--- config.mk ---
export PLATFORM = sky130hd
export DESIGN_NAME = instr_sequencer
export DESIGN_NICKNAME = d
export VERILOG_FILES = /design/src/rtl/instr_seq_pkg.sv /design/src/rtl/instr_sequencer_imm_ext.sv /design/src/rtl/instr_sequencer.sv
export SDC_FILE = /design/constraint.sdc
export NUM_CORES = 1
export LEC_CHECK = 0
export ABC_AREA = 1
export CAP_MARGIN = 20
export CORE_MARGIN = 2
export CORE_UTILIZATION = 49
export DETAILED_ROUTE_END_ITERATION = 7
export HOLD_SLACK_MARGIN = 0.06
export PLACE_DENSITY = 0.85
export SLEW_MARGIN = 20
export SYNTH_ARGS = -nofsm -noshare
export SYNTH_HDL_FRONTEND = slang
export SYNTH_SLANG_ARGS = --single-unit
--- constraint.sdc ---
create_clock -name clk -period 3.1 [get_ports clk]
set_input_delay 0.62 -clock clk [delete_from_list [all_inputs] [get_ports clk]]
set_output_delay 0.62 -clock clk [all_outputs]
set_load 0.05 [all_outputs]
--- src/rtl/instr_seq_pkg.sv ---
// Shared opcode, ALU-select and state definitions for the instruction sequencer.
package instr_seq_pkg;

    localparam int unsigned INSTR_W = 16;

    localparam logic [3:0] OP_REG = 4'b0000;
    localparam logic [3:0] OP_AND = 4'b0001;
    localparam logic [3:0] OP_OR  = 4'b0010;
    localparam logic [3:0] OP_XOR = 4'b0011;
    localparam logic [3:0] OP_ADD = 4'b0101;
    localparam logic [3:0] OP_SUB = 4'b1001;
    localparam logic [3:0] OP_CMP = 4'b1011;
    localparam logic [3:0] OP_MOV = 4'b1101;

    localparam logic [3:0] ALU_AND = 4'd0;
    localparam logic [3:0] ALU_OR  = 4'd1;
    localparam logic [3:0] ALU_XOR = 4'd2;
    localparam logic [3:0] ALU_ADD = 4'd3;
    localparam logic [3:0] ALU_SUB = 4'd4;
    localparam logic [3:0] ALU_CMP = 4'd5;
    localparam logic [3:0] ALU_MOV = 4'd6;

    typedef enum logic [1:0] {
        S_IDLE,
        S_DECODE,
        S_EXEC,
        S_WB
    } state_t;

    typedef struct packed {
        logic       legal;
        logic       sign_ext;
        logic [3:0] alu;
    } dec_t;

endpackage

--- src/rtl/instr_sequencer_imm_ext.sv ---
// Sign- or zero-extends an 8-bit immediate to the datapath width.
module imm_ext #(
    parameter int unsigned DATA_WIDTH = 16
) (
    input  logic [7:0]            imm,
    input  logic                  sign_ext,
    output logic [DATA_WIDTH-1:0] value_c
);

    always_comb begin
        value_c = DATA_WIDTH'(imm);
        if (sign_ext) begin
            value_c = DATA_WIDTH'($signed(imm));
        end
    end

endmodule

--- src/rtl/instr_sequencer.sv ---
// Four-state instruction sequencer: decode, flag enables, write-back and retire count.
// Optional one-entry skid buffer enabled by defining INSTR_SEQ_SKID_EN.
module instr_sequencer
    import instr_seq_pkg::*;
#(
    parameter int unsigned DATA_WIDTH = 16,
    parameter int unsigned REGBITS    = 4
) (
    input  logic                  clk,
    input  logic                  rst_n,
    input  logic                  instr_valid,
    input  logic [INSTR_W-1:0]    instr,
    output logic                  instr_ready,
    output logic [REGBITS-1:0]    rf_addr1,
    output logic [REGBITS-1:0]    rf_addr2,
    output logic                  rf_wr_en,
    output logic [3:0]            alu_select,
    output logic [DATA_WIDTH-1:0] imm_out,
    output logic                  use_imm,
    output logic                  cmp_f_en,
    output logic                  of_f_en,
    output logic                  z_f_en,
    output logic                  done,
    output logic                  illegal,
    output logic [15:0]           retired_cnt
);

    state_t                state;
    state_t                state_n;
    logic                  accept_c;
    logic                  load_c;
    logic [INSTR_W-1:0]    load_word_c;
    logic                  ready_n_c;
    logic [3:0]            opcode_c;
    logic [3:0]            code_c;
    logic                  is_reg_c;
    dec_t                  dec_c;
    logic [DATA_WIDTH-1:0] ext_value_c;

`ifdef INSTR_SEQ_SKID_EN
    logic               buf_valid;
    logic [INSTR_W-1:0] buf_word;
    logic               buf_set_c;
    logic               buf_clr_c;
    logic               buf_valid_n_c;
`endif

    assign accept_c = instr_valid && instr_ready;

    // Next state and which word (input or buffered) gets loaded this edge
    always_comb begin
        state_n     = state;
        load_c      = 1'b0;
        load_word_c = instr;
`ifdef INSTR_SEQ_SKID_EN
        buf_set_c   = 1'b0;
        buf_clr_c   = 1'b0;
`endif
        case (state)
            S_IDLE: begin
`ifdef INSTR_SEQ_SKID_EN
                if (buf_valid) begin
                    state_n     = S_DECODE;
                    load_c      = 1'b1;
                    load_word_c = buf_word;
                    buf_clr_c   = 1'b1;
                end else if (accept_c) begin
                    state_n = S_DECODE;
                    load_c  = 1'b1;
                end
`else
                if (accept_c) begin
                    state_n = S_DECODE;
                    load_c  = 1'b1;
                end
`endif
            end
            S_DECODE: begin
                state_n = illegal ? S_IDLE : S_EXEC;
`ifdef INSTR_SEQ_SKID_EN
                buf_set_c = accept_c;
`endif
            end
            S_EXEC: begin
                state_n = S_WB;
`ifdef INSTR_SEQ_SKID_EN
                buf_set_c = accept_c;
`endif
            end
            S_WB: begin
                state_n = S_IDLE;
`ifdef INSTR_SEQ_SKID_EN
                if (buf_valid) begin
                    state_n     = S_DECODE;
                    load_c      = 1'b1;
                    load_word_c = buf_word;
                    buf_clr_c   = 1'b1;
                end
`endif
            end
            default: state_n = S_IDLE;
        endcase
    end

`ifdef INSTR_SEQ_SKID_EN
    assign buf_valid_n_c = (buf_valid && !buf_clr_c) || buf_set_c;
    assign ready_n_c     = !buf_valid_n_c && (state_n != S_WB);

    always_ff @(posedge clk or negedge rst_n) begin
        if (!rst_n) begin
            buf_valid <= 1'b0;
            buf_word  <= '0;
        end else begin
            buf_valid <= buf_valid_n_c;
            if (buf_set_c) begin
                buf_word <= instr;
            end
        end
    end
`else
    assign ready_n_c = (state_n == S_IDLE);
`endif

    // Instruction decode of the word being loaded
    always_comb begin
        opcode_c = load_word_c[15:12];
        is_reg_c = (opcode_c == OP_REG);
        code_c   = is_reg_c ? load_word_c[7:4] : opcode_c;
        dec_c    = '0;
        case (code_c)
            OP_AND:  dec_c = '{legal: 1'b1, sign_ext: 1'b0, alu: ALU_AND};
            OP_OR:   dec_c = '{legal: 1'b1, sign_ext: 1'b0, alu: ALU_OR};
            OP_XOR:  dec_c = '{legal: 1'b1, sign_ext: 1'b0, alu: ALU_XOR};
            OP_ADD:  dec_c = '{legal: 1'b1, sign_ext: 1'b1, alu: ALU_ADD};
            OP_SUB:  dec_c = '{legal: 1'b1, sign_ext: 1'b1, alu: ALU_SUB};
            OP_CMP:  dec_c = '{legal: 1'b1, sign_ext: 1'b1, alu: ALU_CMP};
            OP_MOV:  dec_c = '{legal: 1'b1, sign_ext: 1'b0, alu: ALU_MOV};
            default: dec_c = '0;
        endcase
    end

    imm_ext #(
        .DATA_WIDTH(DATA_WIDTH)
    ) u_imm_ext (
        .imm      (load_word_c[7:0]),
        .sign_ext (dec_c.sign_ext),
        .value_c  (ext_value_c)
    );

    always_ff @(posedge clk or negedge rst_n) begin
        if (!rst_n) begin
            state <= S_IDLE;
        end else begin
            state <= state_n;
        end
    end

    // Registered outputs; decoded fields hold until the next load
    always_ff @(posedge clk or negedge rst_n) begin
        if (!rst_n) begin
            instr_ready <= 1'b0;
            rf_addr1    <= '0;
            rf_addr2    <= '0;
            rf_wr_en    <= 1'b0;
            alu_select  <= '0;
            imm_out     <= '0;
            use_imm     <= 1'b0;
            cmp_f_en    <= 1'b0;
            of_f_en     <= 1'b0;
            z_f_en      <= 1'b0;
            done        <= 1'b0;
            illegal     <= 1'b0;
            retired_cnt <= '0;
        end else begin
            instr_ready <= ready_n_c;
            illegal     <= 1'b0;
            if (load_c) begin
                rf_addr1   <= REGBITS'(load_word_c[11:8]);
                rf_addr2   <= REGBITS'(load_word_c[3:0]);
                alu_select <= dec_c.alu;
                use_imm    <= !is_reg_c;
                imm_out    <= is_reg_c ? '0 : ext_value_c;
                illegal    <= !dec_c.legal;
            end
            z_f_en   <= (state_n == S_EXEC) &&
                        (alu_select inside {ALU_ADD, ALU_SUB, ALU_CMP});
            of_f_en  <= (state_n == S_EXEC) && (alu_select inside {ALU_ADD, ALU_SUB});
            cmp_f_en <= (state_n == S_EXEC) && (alu_select inside {ALU_SUB, ALU_CMP});
            rf_wr_en <= (state_n == S_WB) && (alu_select != ALU_CMP);
            done     <= (state_n == S_WB);
            if (state_n == S_WB) begin
                retired_cnt <= retired_cnt + 16'd1;
            end
        end
    end

endmodule
==> results of run 1 <==
## report_power, final
group | total (mW) | internal (mW) | switching [mW]
clock network | 0.370 | 0.180 | 0.190
logic | 1.60 | 0.499 | 1.10
registers | 0.946 | 0.795 | 0.151
total | 2.92 | 1.47 | 1.44
## flip-flops by register name, summed over array words and instances (netlist names)
name and cells:
cmp_f_en 1, z_f_en 1, rf_wr_en 1, imm_out 9, state 2, use_imm 1
of_f_en 1, instr_ready 1, done 1, rf_addr1 4, retired_cnt 16, alu_select 3
rf_addr2 4, illegal 1
## worst register-to-register path: stages (launching register included)
cell     delay, ns
dfrtp_1       0.42
nor3_2        0.20
buf_4         0.21
inv_1         0.30
nor2_1        0.31
inv_1         0.12
o21ai_0       0.17
## cell type report
| cell class | count | area [um2] |
|---|---|---|
| timing repair buffer | 70 | 695.7 |
| multi-input combinational | 172 | 822.0 |
| clock inverter | 1 | 5.005 |
| sequential | 46 | 1151 |
| inverter | 30 | 112.6 |
| fill | 331 | 1356 |
| clock buffer | 7 | 86.33 |
| tap | 52 | 65.06 |
## per-layer routing
metal | share of wire | track usage
met1 | 0.41 | 0.2280
met2 | 0.50 | 0.3323
met4 | 0.018 | 0.07692
met3 | 0.077 | 0.04906
met5 | 0 | 0
## synth_stat cells, drive strengths merged
library cell and number:
nand2 90, dfrtp 46, inv 30, nor2 25
o21ai 14, nand3 13, buf 11, nor3 7
xor2 6, xnor2 5, nand4 4, a21oi 3
a22o 1, clkbuf 1, conb 1, ha 1
nor4 1, o21a 1
## logic make-up (layout without fill, tap and decap cells)
kind of cell / Yosys count / in the layout / synth area share
fa+ha+maj: 1 / 1 / 0.005779
other cells: 1 / 1 / 0.001732
flops: 46 / 46 / 0.5318
simple gates: 140 / 140 / 0.2809
xor+xnor: 11 / 11 / 0.04451
compound gates: 19 / 19 / 0.04682
buf+inv: 42 / 108 / 0.08843
## layout by cell type, fill, tap and decap left out
cell type,count
inv_2,1
nand3_2,2
xnor2_1,5
nand4_1,4
o21ai_0,13
nor4_4,1
nor2_2,6
buf_4,2
nor2_1,19
o21ai_1,1
a21oi_1,3
clkbuf_8,6
inv_1,29
clkbuf_1,1
dfrtp_1,46
clkdlybuf4s50_1,68
xor2_1,6
nor3_2,1
clkinv_2,1
a22o_1,1
nand3_1,11
conb_1,1
nand2_1,90
o21a_1,1
nor3_1,6
ha_1,1
## through the flow
step	hold WS (ns)	std cells	instance area, um2	util	power, mW
3_5_place_dp	0.4624	370	2844	0.6623	2.563
5_1_grt	0.3553	378	2938	0.6841	3.068
3_3_place_gp	0.4651	370	2844	0.6623	2.542
4_1_cts	0.4876	378	2935	0.6836	2.940
6_report	0.3139	378	2938	0.6841	2.918
2_1_floorplan	0.3244	260	2165	-	2.060
## worst max-delay path by stage
stage / from / to / cells after the start
finish: imm_out[14] / imm_out[12] / 1
global route: retired_cnt[7] / retired_cnt[7] / 1
CTS: imm_out[14] / imm_out[12] / 1
detailed placement: instr_valid / imm_out[5] / 8
global placement: instr_valid / imm_out[7] / 8
floorplan: retired_cnt[0] / retired_cnt[10] / 6
==> results.tsv, run 1 <==
stage	metric	value	unit
detailed_routing	drt initial violations	97	
timing	Slew @ Worst Pin	0.6163	ns
setup_path	critical path's top delay family	buffers and inverters	
detailed_routing	final WL	4547	um
cells_and_area	nets	345	
setup_path	Worst Path Buf+Inv	1	
detailed_routing	post-route ant nets	0	
placed_design	port bufs	69	
cells_and_area	Ant. Diodes	0	
synthesis	mapped cell area	2165	um2
setup_path	Worst Path Required	2.48	ns
timing	setup_tns	0	ns
clock_tree	CTS H-tree lvls	2	
timing	fmax	0.4380	GHz
synthesis	post-synth top area share	0.5318	
clock_tree	clock buffer depth	2	
synthesis	Syn. warnings	0	
detailed_routing	Pre-Repair DR Iteration Count	4	
clock_tree	Clock Pin Slew Worst Setup and Hold Paths	0.08	ns
floorplanning	die area	4965	um2
floorplanning	Die Ht	70.47	um
placed_design	Place WS	0.6428	ns
timing	RSZ-0062 raised after global routing	false	
floorplanning	Starting Density	0.5041	
cells_and_area	Layout area overhead	35.72	%
global_routing	first-pass GRT wire length	7527	um
clock_tree	Worst-Skew Late Latency	0.30	ns
detailed_routing	via count	1838	
synthesis	post-synthesis cell type count	24	
setup_path	RR Endpoint	imm_out[5]	
detailed_routing	wire per inst	12.03	um
pwr	VDD IR-drop max	0.0007655	V
timing	Final Hold Vio Count	0	
job	max_cap viols	0	
floorplanning	core area	4294	um2
hold_path	Hold Path Class	in -> async	
timing	final slew viol count	0	
synthesis	syn_area_per_cell	8.325	um2
global_routing	Total GRT Usage	0.1925	
outcome	outcome	finished, final reports clean	
setup_path	startpoint class of the critical path	flop	
timing	fin crit period	2.283	ns
timing	final critical-path share of the clock period	0.7365	
synthesis	Synth area leader	dfrtp_1	
timing	# setup viols final	0	
global_routing	grt total ovfl	0	
setup_path	critical-path maximum fanout	9	
timing	Slew headroom	0.5887	
floorplanning	site row count	24	
setup_path	Critical Setup Path Class	reg -> out	
detailed_routing	drt drc	0	
placed_design	Post-DP HPWL	3450	um
setup_path	Worst setup EP type	output port	
placed_design	gp weighted congestion	0.7562	
pwr	Power Density	993.3	nW/um2
pwr	Pleak	1.426	nW
floorplanning	Die Width	70.47	um
setup_path	startpoint of the worst-slack reg-to-reg timing path	state[0]	
cells_and_area	fraction of layout cells with a size suffix above 1	0.06135	
clock_tree	postcts setup bufs	0	
timing	final setup margin	0.8168	ns
clock_tree	TritonCTS Buffers	5	
clock_tree	CTS Sinks	46	
timing	Worst Clk Skew	0.006721	ns
clock_tree	Post-CTS Hold Buffers	0	
global_routing	initial antenna violation count	0	
clock_tree	CTS Root Cell	clkbuf_8	
global_routing	largest net degree at the start of global routing	47	
clock_tree	CTS tree	yes	
synthesis	Synth Register Bits	46	
synthesis	Syn Nets	280	
synthesis	register area share after synthesis	0.5318	
setup_path	worst endpoint data arrival time	1.66	ns
setup_path	CP Cell Sequence	clkdlybuf4s50_1	
synthesis	Area contributors post-synth	dfrtp_1, nand2_1, inv_1	
synthesis	Post-Synthesis Cells	260	
setup_path	Critical-path top delay cell	clkdlybuf4s50_1	
setup_path	reg2reg setup slack	1.30	ns
global_routing	vias in the first global route	1765	
setup_path	CP max stage delay	0.87	ns
setup_path	r2r worst-path depth	6	
floorplanning	I/O pin total	71	
detailed_routing	DR vias/cell	4.862	
clock_tree	PostCTS Resize Cnt	0	
Note: power is estimated with default switching activity, not from simulation.
==> run 2: changes to the inputs <==
--- a/config.mk
+++ b/config.mk
@@ -8,10 +8,10 @@
 export ABC_AREA = 1
 export CAP_MARGIN = 20
 export CORE_MARGIN = 2
-export CORE_UTILIZATION = 49
+export CORE_UTILIZATION = 46
 export DETAILED_ROUTE_END_ITERATION = 7
 export HOLD_SLACK_MARGIN = 0.06
-export PLACE_DENSITY = 0.85
+export PLACE_DENSITY = 0.8
 export SLEW_MARGIN = 20
 export SYNTH_ARGS = -nofsm -noshare
 export SYNTH_HDL_FRONTEND = slang
==> constraint.sdc (replaced) <==
create_clock -name clk -period 2.33 [get_ports clk]
set_input_delay 0.466 -clock clk [delete_from_list [all_inputs] [get_ports clk]]
set_output_delay 0.466 -clock clk [all_outputs]
set_load 0.05 [all_outputs]
==> run 2 against run 1 <==
  * Power is 32% higher
  * Design area up 0.17%
  * Utilization shrank 2.2 points
  * Critical endpoint is now retired_cnt[7]
  * Largest cell class unchanged
  * Largest power group unchanged
  * Highest routed layer unchanged
==> results.tsv, run 2 (same netlist as run 1, synthesis figures left out) <==
stage	metric	value	unit
setup_path	Critical-path top delay cell	clkdlybuf4s50_1	
setup_path	Worst Setup SP	retired_cnt[7]	
timing	setup_tns	0	ns
clock_tree	TritonCTS Buffers	5	
job	max_cap viols	0	
detailed_routing	metal3 WL	320	um
setup_path	CP Cell Sequence	clkdlybuf4s50_1	
clock_tree	Clock Pin Slew Worst Setup and Hold Paths	0.08	ns
setup_path	worst endpoint data arrival time	1.63	ns
floorplanning	Die Width	72.60	um
timing	final critical-path share of the clock period	0.9017	
detailed_routing	DR vias/cell	4.971	
detailed_routing	final WL	4574	um
setup_path	startpoint of the worst-slack reg-to-reg timing path	state[1]	
timing	Final Hold Vio Count	0	
timing	Worst Clk Skew	0.008271	ns
placed_design	dpl cell area	2867	um2
setup_path	critical-path maximum fanout	7	
pwr	Power Density	1310	nW/um2
placed_design	Post-DP HPWL	3501	um
cells_and_area	nets	348	
global_routing	largest net degree at the start of global routing	30	
setup_path	Worst Path Required	1.86	ns
detailed_routing	drt initial violations	94	
hold_path	Hold Path Class	in -> async	
pwr	VDD IR-drop max	0.001012	V
cells_and_area	Layout area overhead	35.95	%
setup_path	Worst setup EP type	output port	
global_routing	grt total ovfl	0	
detailed_routing	drt drc	0	
cells_and_area	Top reg by flops	retired_cnt	
detailed_routing	met1 wire length	2056	um
timing	final setup margin	0.2291	ns
outcome	outcome	finished, final reports clean	
clock_tree	PostCTS Resize Cnt	0	
timing	RSZ-0062 raised after global routing	false	
placed_design	port bufs	69	
placed_design	gp weighted congestion	0.8578	
setup_path	Critical Setup Path Class	reg -> out	
clock_tree	Post-CTS Hold Buffers	0	
timing	fin crit period	2.101	ns
setup_path	Worst Path Buf+Inv	1	
floorplanning	site row count	24	
timing	fmax	0.4760	GHz
cells_and_area	commonest non-fill, non-tap cell in the layout	nand2_1	
clock_tree	CTS Sinks	46	
clock_tree	Worst-Skew Late Latency	0.29	ns
cells_and_area	fraction of layout cells with a size suffix above 1	0.06402	
floorplanning	core area	4444	um2
floorplanning	die area	5270	um2
global_routing	initial antenna violation count	0	
setup_path	critical path's top delay family	buffers and inverters	
cells_and_area	Ant. Diodes	0	
clock_tree	CTS tree	yes	
timing	final slew viol count	0	
clock_tree	postcts setup bufs	0	
timing	# setup viols final	0	
global_routing	Total GRT Usage	0.1881	
timing	Slew @ Worst Pin	0.6315	ns
placed_design	Place WS	0.3811	ns
cells_and_area	Top Registers	retired_cnt: 16 flops, imm_out: 9 flops	
setup_path	CP max stage delay	0.85	ns
clock_tree	CTS H-tree lvls	2	
cells_and_area	most frequent cells in the layout	nand2_1, clkdlybuf4s50_1, dfrtp_1, inv_1, nor2_1	
detailed_routing	via count	1889	
clock_tree	clock buffer depth	2	
cells_and_area	final core occ	0.6622	
clock_tree	CTS Root Cell	clkbuf_8	
setup_path	r2r worst-path depth	7	
cells_and_area	Final Cell Area	2943	um2
pwr	Pleak	1.429	nW
detailed_routing	Pre-Repair DR Iteration Count	4	
detailed_routing	WL met2	2152	um
global_routing	vias in the first global route	1787	
cells_and_area	max FFs per register	16	
detailed_routing	Top Layer Used	met4	
detailed_routing	wire per inst	12.04	um
detailed_routing	post-route ant nets	0	
setup_path	CP Depth	1	
floorplanning	I/O pin total	71	
timing	Slew headroom	0.5790	
floorplanning	Starting Density	0.4870	
setup_path	startpoint class of the critical path	flop	
floorplanning	Die Ht	72.60	um
global_routing	first-pass GRT wire length	7824	um
==> run 2: cell count changes in the layout (fill, tap and decap cells not counted) <==
cell | before | now
clkinv_2 | 1 | 0
clkbuf_8 | 6 | 5
buf_4 | 2 | 4
buf_2 | 0 | 1
clkbuf_1 | 1 | 2
==> run 2: metal layers <==
| metal | track usage | up-vias |
|---|---|---|
| met5 | 0 | - |
| met4 | 0.05350 | 0 |
| met3 | 0.05801 | 7 |
| met2 | 0.3121 | 74 |
| met1 | 0.2382 | 876 |
| li1 | - | 932 |
==> run 2: cell type report <==
cell class	count	area, um2
Fill cell	376	1501
Sequential cell	46	1151
Multi-Input combinational cell	172	822.0
Timing Repair Buffer	73	715.7
Inverter	30	112.6
Clock buffer	7	76.32
Tap cell	52	65.06
==> run 2: path summary, 6_finish.rpt <==
check	end	slack [ns]
setup / recovery	retired_cnt[7]	0.23
min in group clk	rf_addr1[3]	0.47
setup reg to reg	retired_cnt[11]	0.64
hold / removal	done	0.19
max in group asynchronous	retired_cnt[10]	1.55
hold reg to reg	rf_addr1[3]	0.47
==> run 2: where the power goes <==
group,switching [mW],internal [mW],leakage [nW]
clock network,0.240,0.207,0.0383
logic,1.48,0.673,0.793
registers,0.202,1.06,0.598
total,1.92,1.94,1.43
==> run 2: stage by stage <==
step | hold slack, ns | power (mW) | cells
2_1_floorplan | 0.1704 | 2.741 | 260
4_1_cts | 0.2043 | 3.888 | 380
5_1_grt | 0.2382 | 4.060 | 380
6_report | 0.1859 | 3.856 | 380
3_5_place_dp | 0.4615 | 3.423 | 373
3_3_place_gp | 0.4564 | 3.394 | 373
